`config.mk`:
```
export PLATFORM = sky130hd
export DESIGN_NAME = demux_row_assembler
export DESIGN_NICKNAME = d
export VERILOG_FILES = /design/src/rtl/demux_row_assembler.sv
export SDC_FILE = /design/constraint.sdc
export NUM_CORES = 1
export LEC_CHECK = 0
export BUFFER_PORTS_ARGS = -buffer_cell sky130_fd_sc_hd__buf_2
export CORE_AREA = 5 5 81 83
export CTS_CLUSTER_DIAMETER = 30
export DETAILED_ROUTE_END_ITERATION = 8
export DIE_AREA = 0 0 86 88
export PLACE_DENSITY_LB_ADDON = 0.05
export SYNTH_ARGS = -nofsm -noshare
export SYNTH_HDL_FRONTEND = slang
export SYNTH_SLANG_ARGS = --single-unit
```
`constraint.sdc`:
```
create_clock -name clk -period 2.85 [get_ports clk]
set_input_delay 0.285 -clock clk [delete_from_list [all_inputs] [get_ports clk]]
set_output_delay 0.285 -clock clk [all_outputs]
set_load 0.02 [all_outputs]
```
`src/rtl/demux_row_assembler.sv`:
```
// demux_row_assembler: steers a 1-bit pixel stream into a WIDTH-bit row register.
// A bit lands either at an auto-incrementing pointer or at an explicit select.
// Each completed row is presented on a registered valid/ready output and held
// there until the consumer takes it.
module demux_row_assembler #(
    parameter int unsigned WIDTH = 16,
    parameter int unsigned SEL_W = 4
) (
    input  logic             clk,
    input  logic             rst_n,
    input  logic             in_bit,
    input  logic             in_valid,
    output logic             in_ready,
    input  logic             mode,
    input  logic [SEL_W-1:0] sel,
    input  logic             flush,
    output logic [WIDTH-1:0] out_row,
    output logic             out_valid,
    input  logic             out_ready,
    output logic [SEL_W:0]   out_count
);

    localparam logic [SEL_W-1:0] LastPos  = SEL_W'(WIDTH - 1);
    localparam logic [SEL_W:0]   CountMax = (SEL_W + 1)'(WIDTH);

    typedef enum logic [0:0] {
        StFill,
        StHold
    } state_e;

    state_e             state_q, state_d;
    logic [WIDTH-1:0]   row_q, row_d;
    logic [SEL_W-1:0]   ptr_q, ptr_d;
    logic [SEL_W:0]     count_q, count_d;
    logic               out_valid_q, out_valid_d;

    logic               accept;
    logic [SEL_W-1:0]   wr_pos;
    logic               pos_ok;
    logic               wr_en;
    logic               row_last;
    logic               flush_close;
    logic               release_row;

    // Decode the write position and the events that open or close a row
    always_comb begin
        accept      = in_valid & in_ready;
        wr_pos      = mode ? sel : ptr_q;
        // Positions at or beyond WIDTH only occur in addressed mode; those bits are dropped
        pos_ok      = ({1'b0, wr_pos} < CountMax);
        wr_en       = accept & pos_ok;
        row_last    = accept & ~mode & (ptr_q == LastPos);
        // An accept in the flush cycle makes the row non-empty even if count is still zero
        flush_close = (state_q == StFill) & flush & ((count_q != '0) | accept);
        release_row = (state_q == StHold) & out_ready;
    end

    // State register
    always_ff @(posedge clk or negedge rst_n) begin
        if (!rst_n) begin
            state_q <= StFill;
        end else begin
            state_q <= state_d;
        end
    end

    // Next-state logic: FILL closes on the last auto position or on flush, HOLD waits for ready
    always_comb begin
        state_d = state_q;
        unique case (state_q)
            StFill: begin
                if (row_last || flush_close) begin
                    state_d = StHold;
                end
            end
            StHold: begin
                if (out_ready) begin
                    state_d = StFill;
                end
            end
            default: state_d = StFill;
        endcase
    end

    // Output logic: bits are only taken while a row is being filled
    always_comb begin
        in_ready    = (state_q == StFill);
        out_valid_d = (state_d == StHold);
    end

    // Row, pointer and count next state
    always_comb begin
        row_d   = row_q;
        ptr_d   = ptr_q;
        count_d = count_q;
        if (release_row) begin
            row_d   = '0;
            ptr_d   = '0;
            count_d = '0;
        end else begin
            for (int unsigned i = 0; i < WIDTH; i++) begin
                if (wr_en && (wr_pos == SEL_W'(i))) begin
                    row_d[i] = in_bit;
                end
            end
            if (wr_en && (count_q != CountMax)) begin
                count_d = count_q + 1'b1;
            end
            // Addressed writes leave the pointer alone so auto mode resumes where it left off
            if (accept && !mode) begin
                ptr_d = row_last ? '0 : ptr_q + 1'b1;
            end
        end
    end

    // Datapath registers; reset discards any partial row
    always_ff @(posedge clk or negedge rst_n) begin
        if (!rst_n) begin
            row_q       <= '0;
            ptr_q       <= '0;
            count_q     <= '0;
            out_valid_q <= 1'b0;
        end else begin
            row_q       <= row_d;
            ptr_q       <= ptr_d;
            count_q     <= count_d;
            out_valid_q <= out_valid_d;
        end
    end

    assign out_row   = row_q;
    assign out_count = count_q;
    assign out_valid = out_valid_q;

endmodule

```
Word level (Yosys, flattened, before mapping)
Index checks and enable logic that the tools add are counted.
Widths: inputs -> output; s select.
{ "totals": {"register_bits": 26, "input_bits": 11, "output_inout_bits": 23, "elab_cells": 113} }
{ "classes": {"add_sub_neg": 2, "n_eq_ne": 17, "muxes": 26, "n_bitwise": 9, "reduce_logical": 40} }
{ "ops": {"columns": ["cell", "count"], "rows": [
  ["$eq 4x4->1 const B", 9],
  ["$reduce_bool 2->1", 18],
  ["$logic_and 1x1->1", 18],
  ["$mux 1", 18],
  ["$eq 4x3->1 const B", 4],
  ["$mux 16", 1],
  ["$mux 4", 4],
  ["$mux 5", 2],
  ["$eq 4x2->1 const B", 2],
  ["$and 1x1->1", 6],
  ["$add 5x1->5 const B", 1],
  ["$ne 5x5->1 const B", 1],
  ["$reduce_bool 5->1", 1],
  ["$add 4x1->4 const B", 1],
  ["$eq 4x1->1 const B", 1],
  ["$logic_not 4->1", 1],
  ["$not 1->1", 2],
  ["$pmux 1 s2", 1],
  ["$logic_not 1->1", 1],
  ["$logic_or 1x1->1", 1],
  ["$or 1x1->1", 1]
]} }

Longest topological paths before layout
Gate-level depths: netlist of run 1.
{ "logic_depth": {"depth_word": 7, "mapped_depth": 5, "ltp_nobuf": 5} }

Worst setup path after synthesis of run 1
Ideal clock, no wire load.
{ "synth_timing": {"kind": "register to register", "from": "register count_q[0], in the netlist out_count[0]", "to": "register count_q[2], in the netlist out_count[2]", "setup_ns": 0.120, "t_arrival_ns": 1.275, "t_required_ns": 2.730, "setup_slack_ns": 1.455, "path_stages_with_launch": 6, "path_buffers": 0, "period_less_slack_ns": 1.395, "cell_sequence": "dfrtp_1 -> inv_1 -> ha_1 -> nand2b_1 -> o31a_1 -> a31o_2"} }
{ "synth_via": {"elab_chain_cells": 3, "elab_cells_between_ends": 6, "classes_between": "add/sub: 1; eq/ne: 1; mux: 2; reduce/logical: 2"} }
{ "synth_rtl": {"columns": ["item", "line", "source"], "rows": [
  ["from (decl)", "34", "logic [SEL_W:0] count_q, count_d;"],
  ["from (signal assigned)", "126", "count_q <= count_d;"],
  ["$add 5x1->5 / $ne 5x5->1 (equally long branches)", "107, 106", null],
  ["$mux 5 / $logic_and 1x1->1 (equally long branches)", "106", "if (wr_en && (count_q != CountMax)) begin"],
  ["$mux 5 / $reduce_bool 2->1 (equally long branches)", null, null]
]} }
Several ways; a longest one is shown, not always the timed one. The select of a mux whose other input is x is not followed.
A chain may end at the register's enable or synchronous reset.

Worst setup path in the final report of run 1
{ "layout_timing": {"from": "register ptr_q[2]", "to": "register row_q[7], in the netlist out_row[7]"} }
{ "layout_via": {"elab_chain_cells": 4} }
{ "layout_rtl": {"columns": ["item", "line", "source"], "rows": [
  ["from (decl)", "33", "logic [SEL_W-1:0] ptr_q, ptr_d;"],
  ["from (signal assigned)", "125", "ptr_q <= ptr_d;"],
  ["$mux 4", "48", "wr_pos = mode ? sel : ptr_q;"],
  ["$eq 4x3->1", "102", "if (wr_en && (wr_pos == SEL_W'(i))) begin"],
  ["$logic_and 1x1->1", "102", null],
  ["$reduce_bool 2->1 (no line)", null, null],
  ["to (signal assigned)", "124", "row_q <= row_d;"],
  ["to (decl)", "32", "logic [WIDTH-1:0] row_q, row_d;"]
]} }
Every way passes these cells.

==> metrics.txt, run 1 <==
cell with the most instances after synthesis=dfrtp_1; Reg area=651 sq um; Final nets=190; I/O pins=34; RSZ-0062 raised after global routing=no; multiplexer area fraction after synthesis=15.8%; met3 GRT Util=1.98%; VDD IR-drop max=roughly 0.25 mV; Post-synth ARST share=100%; final setup fails=0; antenna violations before repair=0; post-synthesis simple-gate area fraction=about a fifth; Fillers=around 630; FF+latch count, synth=26; Detailed Route Iter0 Violations=43; 1st-pass router iterations=4; Antenna Nets Post-Route=0; CP Launch Type=flop; # diodes=0; Worst-path clk slew=0.10 ns; area occupied by multi-input gates=815 sq um; vias=1261; die height=88 microns; Design Area, Final=about 1800 sq um; reg2reg setup slack=1.42 ns; largest family of logic cells by synthesized area=simple AND/OR/NAND/NOR gates; Core Area=approximately 5800 sq um; Required @ worst endpoint=3.00 ns; area grow syn2layout=16.0%; IO buf count=33; Final Slew Violations=0; Post-CTS Setup Repair Bufs=0; Post-DP Area=~1800 sq um; MaxCap Viol Count=0; Setup TNS=0 ns; Post-synth top cells=dfrtp_1, nand2_1, mux2i_1; critical path type=flop to flop; WL final=4090 microns; Area contributors post-synth=dfrtp_1, mux2i_1, nand2_1, nor3b_2, o2111ai_1; XOR/XNOR Fraction of Synth Area=0.564%; first-pass GRT wire length=between 6000 and 7000 microns; drt drc=0; Slew @ Worst Pin=around 0.65 ns; Pwr Density=603 nW/um^2; worst skew pair latency=0.28 ns; CP Capture Type=flop; Seq/Total Area, Yosys=41.9%; GR Util met2=between 15 and 20%; Hold Buf Count CTS=0; wire per inst=16.4 microns; share of layout cells above drive strength 1=28.7%; worst hold slack=0.0140 ns; Critical Path Fanout Max=9; grt ovf=0; Yosys top cell area share=41.9%; Synth cell types=36; CTS tree=built; routability cong.=0.782; dominant cell type by area after synthesis=dfrtp_1; die area=7570 sq um; netlist area before placement=between 1500 and 2000 sq um; Vias/cell=5.06; Worst path slowest cell=dfrtp_1; Root Driver=clkbuf_8; Syn. warnings=0; Syn Area/Cell=10.7 sq um; Synth Area in Compound Gates=14.7%; largest net degree at the start of global routing=27; Post-Syn Instances=145; PostCTS Resize Cnt=0; leakage=0.920 nW; min Tclk post-route=1.43 ns; final worst path period share=about 50%; Clock Tree Buf Depth=2; crit-path max cell delay=~0.57 ns; crit-path cells=nor3b_2 > o221ai_1 > mux2i_1; initial core utilization=26.9%; Final Hold Fails=0; status=finished clean; met1 Use GR=16.2%; global route hottest layer=met2; DIE WIDTH=86 microns; Synth Area in Adders=about 2.4%; worst r2r src=ptr_q[2]$_DFFE_PN0P_; min-delay worst type=input pin to asynchronous set/reset pin; Worst Clk Skew=0.00429 ns; vias in the first global route=1257; Cell Rows=28; Mapped Nets=159; top_reg_cell synth=dfrtp_1; fmax=approximately 0.7 GHz; headroom to the max-slew limit=56.9%; clock sink total=26; gr usage total=a little under an eighth; EDFF count, synth=0; CP Launch Point=ptr_q[2]$_DFFE_PN0P_; Worst Path Arrival=1.58 ns; Post-DP HPWL=3040 microns; Inserted Clock Buffers=3; post-layout util=31.2%; CTS HTree Levels=1
==> worst paths after layout <==
kind | endpoint | depth (start not counted)
worst max-delay path | out_row[7]$_DFFE_PN0P_ | 3
worst min-delay path | out_row[10]$_DFFE_PN0P_ | 1
worst max register to register | out_row[7]$_DFFE_PN0P_ | 3
worst min register to register | out_row[5]$_DFFE_PN0P_ | 2
max in group asynchronous | out_row[14]$_DFFE_PN0P_ | 1
min in group clk | out_valid$_DFF_PN0_ | 3
==> per-layer routing <==
layer  routed length (microns)  vias up
met5                         0        -
met4                        48        0
met3                       128        5
met2                      1880       23
met1                      2030      632
li1                          -      601
==> logic make-up after synthesis <==
family / Yosys count
compound gates: 29
xor+xnor: 1
fa+ha+maj: 3
buf+inv: 16
flops: 26
mux: 23
simple gates: 47
==> critical path: cells and delay by family (launching register included) <==
kind | cells | cell delay, ns
flops | 1 | 0.57
compound gates | 1 | 0.21
simple gates | 1 | 0.37
mux | 1 | 0.15
==> area by class of cell <==
type	instances	share of cell area (%)
tap	75	5.20
multi-input combinational	103	45.2
inverter	8	1.67
timing repair buffer	34	9.58
clock buffer	3	2.29
sequential	26	36.1
==> flip-flops by register name, summed over array words and instances, names as in the netlist <==
name / cells
ptr_q: 4
out_count: 5
out_row: 16
out_valid: 1
==> placed cells by master (no fill, tap or decap), types with 2 or more instances in the layout <==
master and count:
buf_2 33, dfrtp_1 26, nand2_1 22, mux2i_1 20
inv_1 8, o2111ai_1 8, o221ai_1 8, nor3b_2 6
and3b_1 4, o21ai_0 3, nor2_1 3, ha_1 3
clkbuf_8 3, nand4_1 2, a31oi_1 2, mux2_2 2
nor3_2 2, or3_1 2, a21oi_1 2
==> stage by stage <==
step | setup WS (ns) | total power, W | std cells
after global routing | 1.28 | 0.00117 | 249
after detailed placement | 1.29 | 0.000883 | 246
after floorplan | 1.46 | 0.000759 | 145
after global placement | 1.35 | 0.000877 | 246
final | 1.42 | 0.00109 | 249
after CTS | 1.36 | 0.00111 | 249
==> where the power goes <==
group / switching (W) / leakage [nW] / internal (W) / total (W)
combinational: 0.000245 / 0.543 / 0.000134 / 0.000379
sequential: 0.0000697 / 0.356 / 0.000419 / 0.000489
clock: 0.000125 / 0.0216 / 0.0000951 / 0.000220
No activity file was read; power rests on OpenSTA's default activity.
==> inputs of run 2 (changes only) <==
Clock period 2.85 ns to 1.2 ns, I/O delays scaled along.
==> run 2 against run 1 <==
Against the previous run: clock skew rose by 0.00051 ns; final cell count rose by 14%; critical path type unchanged; the flow now finishes with violations (negative setup slack); non-clock buffer count rose by 34; die area did not move; sequential power rose by 130%; critical path depth rose by 2; hold slack improved by 0.085 ns; largest power group is now combinational logic; clock power rose to 2.6 times the previous value; global-route usage rose by 0.95 points.
==> metrics.txt, run 2 (synthesized netlist as in run 1, its figures left out) <==
headroom to the max-slew limit=approximately three quarters; die height=between 80 and 90 microns; worst skew pair latency=approximately 0.27 ns; Required @ worst endpoint=between 1 and 1.5 ns; fmax=0.755 GHz; most frequent cells in the layout=buf_2, nand2_1, buf_4; Clock Tree Buf Depth=2; I/O pins=34; violated checks=negative setup slack; Slew @ Worst Pin=0.400 ns; final worst path period share=110%; RSZ-0062 raised after global routing=yes; leakage=1.13 nW; gr usage total=12.3%; Final Hold Fails=0; Detailed Route Iter0 Violations=71; critical path type=flop to flop; Vias/cell=4.91; vias=1394; IO buf count=33; CP Launch Type=flop; largest net degree at the start of global routing=20; 1st-pass router iterations=4; WL final=about 4400 microns; Design Area, Final=roughly 2400 sq um; first-pass GRT wire length=7240 microns; Final Slew Violations=0; MaxCap Viol Count=0; final setup fails=24; commonest non-fill, non-tap cell in the layout=buf_2; reg2reg setup slack=-0.12 ns; clock sink total=26; critical path's top delay family=flip-flops; Post-DP Area=2050 sq um; Cell Rows=28; CP Capture Type=flop; CTS HTree Levels=1; routability cong.=between 0.7 and 0.8; Worst-path clk slew=roughly 0.1 ns; Final nets=224; Root Driver=clkbuf_8; non-filler instance count after layout=284; vias in the first global route=1406; Critical Path Fanout Max=6; crit-path max cell delay=0.46 ns; Worst Path Arrival=1.46 ns; Crit path top cell by count=buf_6; VDD IR-drop max=0.704 mV; number of flip-flops in the largest register=16; die area=7570 sq um; Pwr Density=roughly 1400 nW/um^2; grt ovf=0; DIE WIDTH=about 86 microns; drt drc=0; Post-DP HPWL=3210 microns; wire per inst=roughly 15 microns; crit-path cells=buf_6 > nor3_4 > buf_6 > o2111ai_4 > mux2i_1; Inserted Clock Buffers=3; placed insts=268; Worst Clk Skew=0.00479 ns; Worst Slack Setup Final=-0.124 ns; # diodes=0; Worst path slowest cell=dfrtp_2; Place WS=-0.145 ns; area grow syn2layout=53.9%; min-delay worst type=input pin to flop; initial core utilization=26.9%; Antenna Nets Post-Route=0; status=complete, but fails checks; Core Area=5780 sq um; Setup TNS=-1.99 ns; antenna violations before repair=0; min Tclk post-route=1.32 ns; CTS tree=built; share of layout cells above drive strength 1=roughly 55%; Buf/Inv on CP=2
run 2: changes by cell type in the layout (fill, tap and decap cells not counted), sizes merged:
cell	previous run	this run
buf	34	67
dlygate4sd3	0	1
clkbuf	3	4
run 2: timing repair:
action / CTS / global route
hold buffers: 1 / 0
pin swaps: 12 / 3
endpoints found under the setup margin: 24 / 27
resized for setup: 19 / 15
setup buffers: 8 / 6
hold endpoints to repair: 14 / 0
run 2: per-layer routing:
layer	track usage [%]	up-vias	wire length [microns]
met5	0	-	0
met4	2.59	0	31
met2	18.6	32	1960
met3	2.07	4	154
met1	18.3	683	2210
li1	-	675	-
run 2: path summary, 6_finish.rpt:
check                                       start                        to  cells past startpoint
hold / removal                              flush       out_valid$_DFF_PN0_                      3
setup / recovery             ptr_q[1]$_DFFE_PN0P_    out_row[8]$_DFFE_PN0P_                      5
setup reg to reg             ptr_q[1]$_DFFE_PN0P_    out_row[8]$_DFFE_PN0P_                      5
hold reg to reg            out_row[6]$_DFFE_PN0P_    out_row[6]$_DFFE_PN0P_                      2
max in group asynchronous                   rst_n  out_count[0]$_DFFE_PN0P_                      3
min in group asynchronous                   rst_n    out_row[0]$_DFFE_PN0P_                      2
run 2: cell type report:
cell class	count	area (sq um)
clock buffers	4	55.1
fillers	563	3390
inverters	8	30.0
multi-input cells	103	1040
flip-flops and latches	26	659
well taps	75	93.8
repair buffers	68	517
run 2: per-stage QoR:
| step | power [W] | utilization [%] | hold WS, ns |
|---|---|---|---|
| finish | 0.00339 | 41.4 | 0.0994 |
| global route | 0.00362 | 41.4 | 0.104 |
| CTS | 0.00327 | 39.5 | 0.0933 |
| detailed placement | 0.00244 | 35.5 | 0.0610 |
| global placement | 0.00242 | 35.5 | 0.0546 |
| floorplan | 0.00189 | - | -0.176 |
run 2: worst register-to-register path, delay by kind of cell, from the launching register on:
kind                   cells  cell delay, ns
AND/OR/NAND/NOR            1            0.20
buffers and inverters      2            0.28
flip-flops                 1            0.46
multiplexers               1            0.14
AO/OA/AOI/OAI              1            0.11
run 2: report_power, final:
part / switching [W] / internal (W)
clock: 0.000284 / 0.000293
sequential: 0.000124 / 0.00101
combinational: 0.000876 / 0.000802
